==> src/rtl/overlay_pixel_engines_pkg.sv <==
// rtl/overlay_pixel_engines_pkg.sv - shared constants, types and address helpers for the overlay pixel engines
package overlay_pixel_engines_pkg;

    localparam int SCREEN_W    = 640;
    localparam int SCREEN_PIX  = 307200;
    localparam int TEXT_COLS   = 32;
    localparam int FONT_BITS_W = 2048 * 8;

    typedef logic [18:0] pix_addr_t;
    typedef logic [2:0]  color_t;

    localparam color_t TEXT_FG   = 3'b111;
    localparam color_t TEXT_BG   = 3'b000;
    localparam color_t DOT_COLOR = 3'b010;

    // One extra bit so that sums running past 19 bits stay visibly off-screen.
    function automatic logic [19:0] pix_offset(input pix_addr_t base, input logic [2:0] r,
                                               input logic [2:0] c);
        return {1'b0, base} + 20'(r) * 20'(SCREEN_W) + 20'(c);
    endfunction

    function automatic logic on_screen(input logic [19:0] addr);
        return addr < 20'(SCREEN_PIX);
    endfunction

endpackage

==> src/rtl/overlay_glyph_typer.sv <==
// rtl/overlay_glyph_typer.sv - paints one 8x8 character cell from the font ROM, one pixel per cycle
module overlay_glyph_typer
    import overlay_pixel_engines_pkg::*;
#(
    parameter logic [FONT_BITS_W-1:0] FONT_BITS = '0
) (
    input  logic        clock,
    input  logic        reset,
    input  logic [18:0] top_left,
    input  logic [7:0]  char_code,
    input  logic        start,
    output logic        finish,
    output logic [18:0] waddr,
    output logic [2:0]  wdata,
    output logic        wenable
);

    localparam logic [0:0] IDLE  = 1'b0;
    localparam logic [0:0] PAINT = 1'b1;

    logic [0:0]  state;
    logic [5:0]  step;
    pix_addr_t   top;
    logic [7:0]  chr;
    logic [7:0]  row_byte;
    logic [19:0] addr_full;

    always_ff @(posedge clock) begin
        if (reset) begin
            state <= IDLE;
            step  <= '0;
            top   <= '0;
            chr   <= '0;
        end else if (state == IDLE) begin
            if (start) begin
                state <= PAINT;
                step  <= '0;
                top   <= top_left;
                chr   <= char_code;
            end
        end else begin
            step <= step + 6'd1;
            if (step == 6'd63) state <= IDLE;
        end
    end

    // Font byte for (char, glyph row); bit 7 is the leftmost pixel of the row.
    assign row_byte  = FONT_BITS[{chr, step[5:3], 3'b000} +: 8];
    assign addr_full = pix_offset(top, step[5:3], step[2:0]);

    assign finish  = (state == IDLE);
    assign waddr   = (state == PAINT) ? addr_full[18:0] : '0;
    assign wdata   = (state == PAINT) ? (row_byte[3'd7 - step[2:0]] ? TEXT_FG : TEXT_BG) : '0;
    assign wenable = (state == PAINT) && on_screen(addr_full);

endmodule

==> src/rtl/overlay_pixel_engines.sv <==
// rtl/overlay_pixel_engines.sv - char-cell address converter, glyph typer and 2x2 trajectory dot drawer
module overlay_pixel_engines
    import overlay_pixel_engines_pkg::*;
#(
    parameter logic [FONT_BITS_W-1:0] FONT_BITS = '0
) (
    input  logic        clock,
    input  logic        reset,
    input  logic [7:0]  char_index,
    output logic [18:0] char_addr,
    input  logic [18:0] typ_top_left,
    input  logic [7:0]  typ_char,
    input  logic        typ_start,
    output logic        typ_finish,
    output logic [18:0] typ_waddr,
    output logic [2:0]  typ_wdata,
    output logic        typ_wenable,
    input  logic [18:0] drw_pixeladdr,
    input  logic        drw_start,
    output logic        drw_finish,
    output logic [18:0] drw_waddr,
    output logic [2:0]  drw_wdata,
    output logic        drw_wenable
);

    localparam int COL_BITS = $clog2(TEXT_COLS);

    localparam logic [0:0] IDLE = 1'b0;
    localparam logic [0:0] DOT  = 1'b1;

    logic [COL_BITS-1:0] cell_col;
    logic [7-COL_BITS:0] cell_row;

    assign cell_col = char_index[COL_BITS-1:0];
    assign cell_row = char_index[7:COL_BITS];

    always_ff @(posedge clock) begin
        if (reset) char_addr <= '0;
        else       char_addr <= pix_addr_t'(cell_row) * pix_addr_t'(8 * SCREEN_W)
                              + pix_addr_t'(cell_col) * pix_addr_t'(8);
    end

    overlay_glyph_typer #(
        .FONT_BITS (FONT_BITS)
    ) u_typer (
        .clock     (clock),
        .reset     (reset),
        .top_left  (typ_top_left),
        .char_code (typ_char),
        .start     (typ_start),
        .finish    (typ_finish),
        .waddr     (typ_waddr),
        .wdata     (typ_wdata),
        .wenable   (typ_wenable)
    );

    logic [0:0]  drw_state;
    logic [1:0]  drw_step;
    pix_addr_t   drw_origin;
    logic [19:0] drw_full;

    always_ff @(posedge clock) begin
        if (reset) begin
            drw_state  <= IDLE;
            drw_step   <= '0;
            drw_origin <= '0;
        end else if (drw_state == IDLE) begin
            if (drw_start) begin
                drw_state  <= DOT;
                drw_step   <= '0;
                drw_origin <= drw_pixeladdr;
            end
        end else begin
            drw_step <= drw_step + 2'd1;
            if (drw_step == 2'd3) drw_state <= IDLE;
        end
    end

    // Step bit 1 selects the lower line, bit 0 the right column: p, p+1, p+640, p+641.
    assign drw_full = pix_offset(drw_origin, {2'b00, drw_step[1]}, {2'b00, drw_step[0]});

    assign drw_finish  = (drw_state == IDLE);
    assign drw_waddr   = (drw_state == DOT) ? drw_full[18:0] : '0;
    assign drw_wdata   = (drw_state == DOT) ? DOT_COLOR : '0;
    assign drw_wenable = (drw_state == DOT) && on_screen(drw_full);

endmodule

==> config.mk <==
export PLATFORM = sky130hd
export DESIGN_NAME = overlay_pixel_engines
export DESIGN_NICKNAME = d
export VERILOG_FILES = /design/src/rtl/overlay_pixel_engines_pkg.sv /design/src/rtl/overlay_glyph_typer.sv /design/src/rtl/overlay_pixel_engines.sv
export SDC_FILE = /design/constraint.sdc
export NUM_CORES = 1
export LEC_CHECK = 0
export BUFFER_PORTS_ARGS = -buffer_cell sky130_fd_sc_hd__buf_2
export CAP_MARGIN = 0
export CELL_PAD_IN_SITES_DETAIL_PLACEMENT = 0
export CELL_PAD_IN_SITES_GLOBAL_PLACEMENT = 2
export CORE_MARGIN = 2
export CORE_UTILIZATION = 30
export CTS_CLUSTER_DIAMETER = 50
export DETAILED_ROUTE_END_ITERATION = 7
export HOLD_SLACK_MARGIN = 0.05
export PLACE_DENSITY = 0.91
export SLEW_MARGIN = 30
export SYNTH_ARGS = -nofsm -noshare
export SYNTH_HDL_FRONTEND = slang
export SYNTH_HIERARCHICAL = 1
export SYNTH_SLANG_ARGS = --single-unit
==> constraint.sdc <==
create_clock -name clock -period 5.85 [get_ports clock]
set_input_delay 1.17 -clock clock [delete_from_list [all_inputs] [get_ports clock]]
set_output_delay 1.17 -clock clock [all_outputs]
set_load 0.1 [all_outputs]
==> out/qor.txt, run 1 <==
f_max - 217 MHz
H-tree levels - 3
Slowest-stage cell, CP - a2111oi_2
CP Class - reg2out
xor and xnor fraction of the mapped netlist area - 0.0705
routability cong. - 0.812
Cell Pwr Density - 263 nW/um2
number of global-route vias before repair - 3,198
post-synthesis sequential area ratio - 0.317
Die W - 115 um
CTS Hold Bufs - 0
max incr delay on CP - 0.39 ns
status - completed
Port Buf Inserts - 103
initial antenna violation count - 0
sw frac - 0.343
CTS buffer count - 9
drt wl/cell - 12.3 um
largest net degree at the start of global routing - 60
Max VDD drop - 113 uV
clock group share of total power - 0.398
FP Rows - 40
Overflow after GRT - 0
# IOs - 125
Area contributors post-synth - dfxtp_1 32%, nand2_1 9.4%, ha_1 7.4%, a21oi_1 7.3%, nor2_1 5.1%
Layout Area Growth over Synthesis - 22.9%
largest family of logic cells by synthesized area - simple AND/OR/NAND/NOR gates
Top FF cell, synth - dfxtp_1
FF-to-FF setup slack - 3.62 ns
most common cell after layout, fill and taps aside - buf_2
period utilization - 0.788
Post-DP HPWL - 6860 um
NetSw - 0.412 mW
TritonCTS clock tree - built
commonest cells after routing, fill and taps aside - 102 x buf_2, 93 x nand2_1, 59 x dfxtp_1
CP endpoint - typ_wenable
Synth Area in Compound Gates - 0.171
mux contribution to synthesized area - 0.00806
layout cell share with drive strength beyond 1 - 0.263
Worst Hold Class - reg2reg
Design Area, Final - 4580 um2
Post-DRT Antenna Nets - 0
count of final hold-check violations - 0
via/cell ratio - 4.59
Comb power frac - 0.227
Fin Setup TNS - 0 ns
leading area contributor after synthesis - dfxtp_1
CP cell instances - ha_1, ha_1, ha_1, and3_1, o2111ai_2, a41oi_4, mux2i_1, o211ai_2, a2111oi_2, nor4_2, buf_2
Worst Reg2Reg Path Length in Cells - 4
1st-iter DRT viols - 200
worst path bufs/invs - 1
Final setup viols - 0
cell mode on critical path - ha_1
vias - 3,392
Fill cells - 1,277
final slew viol count - 0
First-pass DRT Iterations - 4
antenna fix cells - 0
die area - 13,300 um2
clk slew on worst S/H paths - 0.05 ns
clk_lat worst skew - 0.32 ns
Yosys cell types - 67
Pint - 0.790 mW
Synth Warn # - 6
Post-Synth Adder-Cell Area - 0.0793
Post-synth EDFFs - 0
FF-to-FF End - drw_origin[10]
Sequential Power Share - 0.375
min Tclk post-route - 4.61 ns
worst path required time - 4.68 ns
Longest Clk Path Bufs - 2
Setup Fix Bufs, Post-CTS - 0
top cell type's share of synthesized area - 0.317
core region area - 12,100 um2
Post-Route WL - 9060 um
Tightest Pin Transition - 0.735 ns
Post-synth ARST share - 0
r2r startpoint - drw_state
Simple-Gate Fraction of Synth Area - 0.285
P_leak - 1.96 nW
Starting Density - 0.309
nets@finish - 647
GRT Util Overall - 0.135
crit path max fanout - 7
Slew Limit Headroom - 0.509
DRC viols - 0
Worst Skew - 0.00207 ns
max cap viols - 0
Crit path max-delay family - compound AO/OA/AOI/OAI gates
cell area after synthesis - 3720 um2
Clock Tree Root - clkbuf_16
DP Area - 4300 um2
WP data arrival - 3.44 ns
Syn Inst Count - 478
crit start category - flip-flop
die height - 115 um
Yosys reg bits - 59
RSZ-0062 raised after global routing - no
critical path launch point - u_typer/step[3]
Mean Syn Cell Area - 7.79 um2
clk sink count - 59
cts repair resizes - 0
first-pass GRT wire length - 14,500 um
Worst Setup End Kind - output port
Crit path depth - 11
## cell usage after synthesis, drive strengths merged (4+ instances only)
cell type  instances
nor2              53
clkbuf            17
buf               21
or2                5
o21a               4
inv                8
ha                22
nor3               5
o31ai              4
xor2              15
nor2b             18
a21oi             55
nand3             13
dfxtp             59
xnor2             15
and3               5
and2               7
or3                4
nand4             12
nand2             94
## worst min-delay path by stage
stage                     from         endpoint  slack [ns]  depth (start not counted)
4_1_cts         u_typer/top[7]   u_typer/top[7]        0.46                          2
5_1_grt         u_typer/top[8]   u_typer/top[8]        0.48                          2
6_report        u_typer/top[9]   u_typer/top[9]        0.46                          2
3_5_place_dp    u_typer/top[7]   u_typer/top[7]        0.45                          2
2_1_floorplan    drw_origin[0]    drw_origin[0]        0.44                          2
3_3_place_gp   u_typer/top[12]  u_typer/top[12]        0.45                          2
## layer usage
metal / GRT usage / wire length (um) / up-vias / share of wire
met3: 0.0298 / 419 / 9 / 0.046
met5: 0 / 0 / - / 0
met1: 0.165 / 4190 / 1529 / 0.46
met2: 0.234 / 4360 / 78 / 0.48
li1: - / - / 1776 / -
met4: 0.0506 / 87 / 0 / 0.0096
## flip-flops by register name, summed over array words and instances, names as in the netlist
signal / flops
char_addr: 11
drw_origin: 19
drw_state: 1
drw_step: 2
u_typer/state: 1
u_typer/step: 6
u_typer/top: 19
## cells by family (layout without fill, tap and decap cells)
| logic type | Yosys count | count (layout) |
|---|---|---|
| buffers and inverters | 48 | 130 |
| and+or+nand+nor | 223 | 223 |
| muxes | 3 | 3 |
| AOI/OAI and AO/OA | 90 | 90 |
| DFF | 59 | 59 |
| xor gates and xnor gates | 30 | 30 |
| adders and majority gates | 23 | 23 |
| other | 2 | 13 |
## through the flow
stage	total power [mW]	hold WS [ns]	utilization	cells	setup WS, ns
after floorplan	0.689	0.440	-	489	0.818
after global placement	0.730	0.451	0.356	723	1.61
after detailed placement	0.733	0.452	0.357	723	1.58
after CTS	1.22	0.459	0.379	739	1.22
after global routing	1.25	0.482	0.379	739	1.03
final	1.20	0.459	0.379	739	1.24
## worst register-to-register path, cell delays in order, from the launching register on
cell and delay [ns]:
dfxtp_1 0.60, clkinv_1 0.55, nand2_1 0.72, nand2_1 0.14
a21oi_1 0.16
## power groups by stage
stage          clock network, mW  logic, mW  registers [mW]
2_1_floorplan                  0      0.209           0.480
3_3_place_gp                   0      0.272           0.458
3_5_place_dp                   0      0.274           0.459
4_1_cts                    0.492      0.274           0.451
5_1_grt                    0.508      0.290           0.455
6_report                   0.478      0.273           0.451
## area by class of cell
type                            count  area, um2  share of cell area
Timing Repair Buffer              104        526               0.115
Inverter                           10       38.8             0.00847
Sequential cell                    59       1180               0.258
Clock buffer                       14        264              0.0577
Clock inverter                      2       10.0             0.00219
Tap cell                          168        210              0.0459
Multi-Input combinational cell    382       2350               0.513
Power figures use the tool's default switching activity.
==> run 2, diff against run 1 <==
--- a/config.mk
+++ b/config.mk
@@ -10,11 +10,11 @@
 export CELL_PAD_IN_SITES_DETAIL_PLACEMENT = 0
 export CELL_PAD_IN_SITES_GLOBAL_PLACEMENT = 2
 export CORE_MARGIN = 2
-export CORE_UTILIZATION = 30
+export CORE_UTILIZATION = 25
 export CTS_CLUSTER_DIAMETER = 50
 export DETAILED_ROUTE_END_ITERATION = 7
 export HOLD_SLACK_MARGIN = 0.05
-export PLACE_DENSITY = 0.91
+export PLACE_DENSITY = 0.82
 export SLEW_MARGIN = 30
 export SYNTH_ARGS = -nofsm -noshare
 export SYNTH_HDL_FRONTEND = slang
==> constraint.sdc (replaced) <==
create_clock -name clock -period 3.8 [get_ports clock]
set_input_delay 0.76 -clock clock [delete_from_list [all_inputs] [get_ports clock]]
set_output_delay 0.76 -clock clock [all_outputs]
set_load 0.1 [all_outputs]
==> out/qor.txt, run 2 (synthesized netlist as in run 1, its figures left out) <==
Slew Limit Headroom - 0.414
Tightest Pin Transition - 0.879 ns
clk slew on worst S/H paths - 0.06 ns
clk_lat worst skew - 0.33 ns
TritonCTS clock tree - built
most common cell after layout, fill and taps aside - buf_2
Worst Setup End Kind - output port
DRC viols - 0
CTS buffer count - 9
die height - 126 um
Post-DRT Antenna Nets - 0
drt wl/cell - 13.4 um
fin worst setup slack - -0.0180 ns
Design Area, Final - 4950 um2
Overflow after GRT - 0
layout cell share with drive strength beyond 1 - 0.323
initial antenna violation count - 0
commonest cells after routing, fill and taps aside - 97 x buf_2, 93 x nand2_1, 57 x dfxtp_1
nets@finish - 661
Worst Hold Class - reg2reg
number of global-route vias before repair - 3,483
period utilization - 1.00
min Tclk post-route - 3.82 ns
Min-Delay Startpoint - drw_origin[0]
Comb power frac - 0.218
Max VDD drop - 229 uV
status - finished, violations left
largest net degree at the start of global routing - 60
worst path bufs/invs - 1
first-pass GRT wire length - 16,900 um
Starting Density - 0.256
GRT Util Overall - 0.131
CP Class - reg2out
max incr delay on CP - 0.38 ns
Worst Skew - 0.00607 ns
count of final hold-check violations - 0
CP cell instances - ha_4, ha_1, a21oi_1, or2b_1, a41oi_4, mux2i_1, o211ai_2, a2111oi_4, nor4_4, buf_6
WHS Path Cells - 2
via/cell ratio - 4.57
WP data arrival - 3.06 ns
Cell Pwr Density - 409 nW/um2
Post-Route WL - 10,300 um
Fill cells - 1,566
FF-to-FF End - u_typer/step[5]
worst path required time - 3.04 ns
RSZ-0062 raised after global routing - yes
Longest Clk Path Bufs - 2
final core utilization - 0.340
f_max - 262 MHz
Clock Tree Root - clkbuf_16
H-tree levels - 3
Sequential Power Share - 0.343
clk sink count - 59
Largest regs - drw_origin (19), u_typer/top (19), char_addr (11)
clock group share of total power - 0.439
sw frac - 0.343
P_leak - 2.04 nW
core region area - 14,500 um2
Worst Reg2Reg Path Length in Cells - 4
NetSw - 0.694 mW
Port Buf Inserts - 103
Fin Setup TNS - -0.0180 ns
DP Area - 4480 um2
Final setup viols - 1
crit start category - flip-flop
# IOs - 125
Crit path max-delay family - compound AO/OA/AOI/OAI gates
max cap viols - 0
Fin Hold WS - 0.471 ns
antenna fix cells - 0
Post-DP HPWL - 7630 um
routability cong. - 0.830
final slew viol count - 0
r2r startpoint - u_typer/state
1st-iter DRT viols - 160
Crit path depth - 10
FF-to-FF setup slack - 1.45 ns
Die W - 126 um
First-pass DRT Iterations - 4
violated checks - setup timing
Pint - 1.33 mW
Slowest-stage cell, CP - a2111oi_4
FP Rows - 44
crit path max fanout - 5
hold endpoint - drw_origin[0]
Layout Area Growth over Synthesis - 32.8%
die area - 15,900 um2
vias - 3,514
[run 2: repair_timing]
| item | 4_1_cts | 5_1_grt |
|---|---|---|
| resized for setup | 12 | 10 |
| pin swaps | 5 | 5 |
| buffers inserted | 1 | 3 |
| endpoints found under the setup margin | 1 | 5 |
| hold buffers | 0 | 0 |
[run 2: worst max path at each step]
stage / startpoint / to
final: u_typer/step[5] / typ_wenable
after global routing: u_typer/step[3] / typ_wenable
after CTS: u_typer/step[5] / typ_wenable
after detailed placement: u_typer/top[0] / typ_wenable
after global placement: u_typer/top[0] / typ_wenable
after floorplan: u_typer/step[3] / typ_wenable
[run 2: final cells by class]
type / instances / area (um2) / area share
Tap cell: 184 / 230 / 0.0465
Inverter: 10 / 38.8 / 0.00784
Multi-Input combinational cell: 382 / 2520 / 0.510
Clock buffer: 9 / 225 / 0.0455
Sequential cell: 59 / 1180 / 0.239
Clock inverter: 7 / 100 / 0.0202
Timing Repair Buffer: 118 / 647 / 0.131
[run 2: metrics by stage]
| stage | setup slack (ns) | cells | power (mW) |
|---|---|---|---|
| floorplan | -0.102 | 489 | 1.07 |
| global placement | 0.146 | 749 | 1.14 |
| detailed placement | 0.0765 | 749 | 1.14 |
| CTS | -0.0442 | 766 | 2.06 |
| global route | -0.141 | 769 | 2.11 |
| finish | -0.0180 | 769 | 2.02 |
[run 2: tightest hold or removal path: stages, from the launching register on]
cell and delay, ns:
dfxtp_1 0.31, nand2_1 0.06, a21oi_1 0.05
[run 2: routing by layer]
layer  track usage  routed length, um  vias to the layer above  share of wire
met5             0                  0                        -              0
met4        0.0452                178                        0          0.017
met3        0.0404                594                       17          0.058
met2         0.228               5140                      104           0.50
met1         0.153               4400                     1593           0.43
li1              -                  -                     1800              -
[run 2: power by group through the flow]
stage	Clock, mW	Sequential [mW]	Combinational [mW]
6_report	0.889	0.693	0.441
5_1_grt	0.943	0.700	0.471
4_1_cts	0.922	0.693	0.443
3_5_place_dp	0	0.707	0.438
3_3_place_gp	0	0.705	0.435
2_1_floorplan	0	0.739	0.328
==> run 3, diff against run 2 <==
--- a/config.mk
+++ b/config.mk
@@ -15,6 +15,7 @@
 export DETAILED_ROUTE_END_ITERATION = 7
 export HOLD_SLACK_MARGIN = 0.05
 export PLACE_DENSITY = 0.82
+export RECOVER_POWER = 100
 export SLEW_MARGIN = 30
 export SYNTH_ARGS = -nofsm -noshare
 export SYNTH_HDL_FRONTEND = slang
==> out/qor.txt, run 3 (synthesized netlist as in run 1, its figures left out) <==
DRT met1 WL - 4430 um
fin worst setup slack - -0.0122 ns
Worst Skew - 0.00617 ns
count of final hold-check violations - 0
DRC viols - 0
Port Buf Inserts - 103
Post-Route WL - 10,300 um
crit start category - flip-flop
period utilization - 1.00
Worst Hold Class - reg2reg
Longest Clk Path Bufs - 2
Starting Density - 0.256
met3 WL - 571 um
# IOs - 125
most common cell after layout, fill and taps aside - nand2_1
core region area - 14,500 um2
Slowest-stage cell, CP - a2111oi_4
nets@finish - 661
TritonCTS clock tree - built
DP Area - 4480 um2
drt wl/cell - 13.4 um
clk sink count - 59
P_leak - 1.96 nW
Fin Hold WS - 0.470 ns
final slew viol count - 60
First-pass DRT Iterations - 5
worst path required time - 3.04 ns
FP Rows - 44
max cap viols - 1
Worst Setup End Kind - output port
clk_lat worst skew - 0.33 ns
layout cell share with drive strength beyond 1 - 0.289
Design Area, Final - 4920 um2
WL met2 - 5140 um
Clock Tree Root - clkbuf_16
Post-DP HPWL - 7630 um
H-tree levels - 3
Max VDD drop - 229 uV
1st-iter DRT viols - 153
crit path max fanout - 5
Largest regs - drw_origin (19), u_typer/top (19), char_addr (11)
commonest cells after routing, fill and taps aside - 93 x nand2_1, 78 x buf_2, 57 x dfxtp_1
CP Class - reg2out
top layer in use - met4
Slew Limit Headroom - -0.789
die height - 126 um
min Tclk post-route - 3.81 ns
Layout Area Growth over Synthesis - 32.1%
die area - 15,900 um2
Tightest Pin Transition - 2.68 ns
routability cong. - 0.830
WP data arrival - 3.05 ns
violated checks - capacitance limit, slew limit, setup timing
CTS Hold Bufs - 0
first-pass GRT wire length - 16,900 um
f_max - 262 MHz
GRT Util Overall - 0.131
clk slew on worst S/H paths - 0.06 ns
via/cell ratio - 4.56
CTS buffer count - 9
initial antenna violation count - 0
antenna fix cells - 0
CP cell instances - ha_4, ha_1, a21oi_1, or2b_1, a41oi_4, mux2i_1, o211ai_2, a2111oi_4, nor4_4, buf_6
largest net degree at the start of global routing - 60
max incr delay on CP - 0.38 ns
number of global-route vias before repair - 3,483
RSZ-0062 raised after global routing - yes
Die W - 126 um
status - finished, violations left
Post-DRT Antenna Nets - 0
Cell Pwr Density - 411 nW/um2
vias - 3,509
Overflow after GRT - 0
Final setup viols - 1
## run 3: layout make-up
class / count / area [um2]
Clock buffer: 9 / 225
Clock inverter: 7 / 100
Fill cell: 1575 / 9610
Inverter: 10 / 38.8
Multi-Input combinational cell: 382 / 2520
Sequential cell: 59 / 1180
Tap cell: 184 / 230
Timing Repair Buffer: 118 / 619
## run 3: per-layer routing
layer  global-route usage  vias to the layer above
met5                    0                        -
met4               0.0452                        0
met3               0.0404                       13
met2                0.228                       99
met1                0.153                     1598
li1                     -                     1799
## run 3: critical path, delay by kind of cell (launching register included)
kind	cells	cell delay, ns
mux	1	0.27
fa+ha+maj	2	0.60
compound gates	4	0.94
simple gates	2	0.35
flops	1	0.33
buf+inv	1	0.22
## run 3: per-stage QoR
step	utilization	worst slack [ns]	instances	power (mW)	TNS [ns]
finish	0.338	-0.0122	769	2.02	-0.0122
detailed placement	0.308	0.0765	749	1.14	0
global placement	0.308	0.146	749	1.14	0
floorplan	-	-0.102	489	1.07	-0.102
global route	0.338	-0.141	769	2.11	-0.151
CTS	0.336	-0.0442	766	2.06	-0.0442
## run 3: path summary, 6_finish.rpt
| kind | start | endpoint | slack [ns] | depth (start not counted) |
|---|---|---|---|---|
| setup reg to reg | u_typer/state | u_typer/step[5] | 1.37 | 4 |
| setup / recovery | u_typer/step[5] | typ_wenable | -0.01 | 10 |
| hold reg to reg | drw_origin[0] | drw_origin[0] | 0.47 | 2 |
| hold / removal | drw_origin[0] | drw_origin[0] | 0.47 | 2 |
## run 3: power by group
| part | switching [mW] | total (mW) | internal, mW |
|---|---|---|---|
| logic | 0.343 | 0.439 | 0.0963 |
| registers | 0.0398 | 0.693 | 0.654 |
| clock network | 0.313 | 0.889 | 0.577 |
## run 3: repair_timing
| action | in CTS | in global routing |
|---|---|---|
| pin swaps | 5 | 5 |
| endpoints found under the setup margin | 1 | 5 |
| gates resized for setup | 12 | 10 |
| buffers inserted | 1 | 3 |
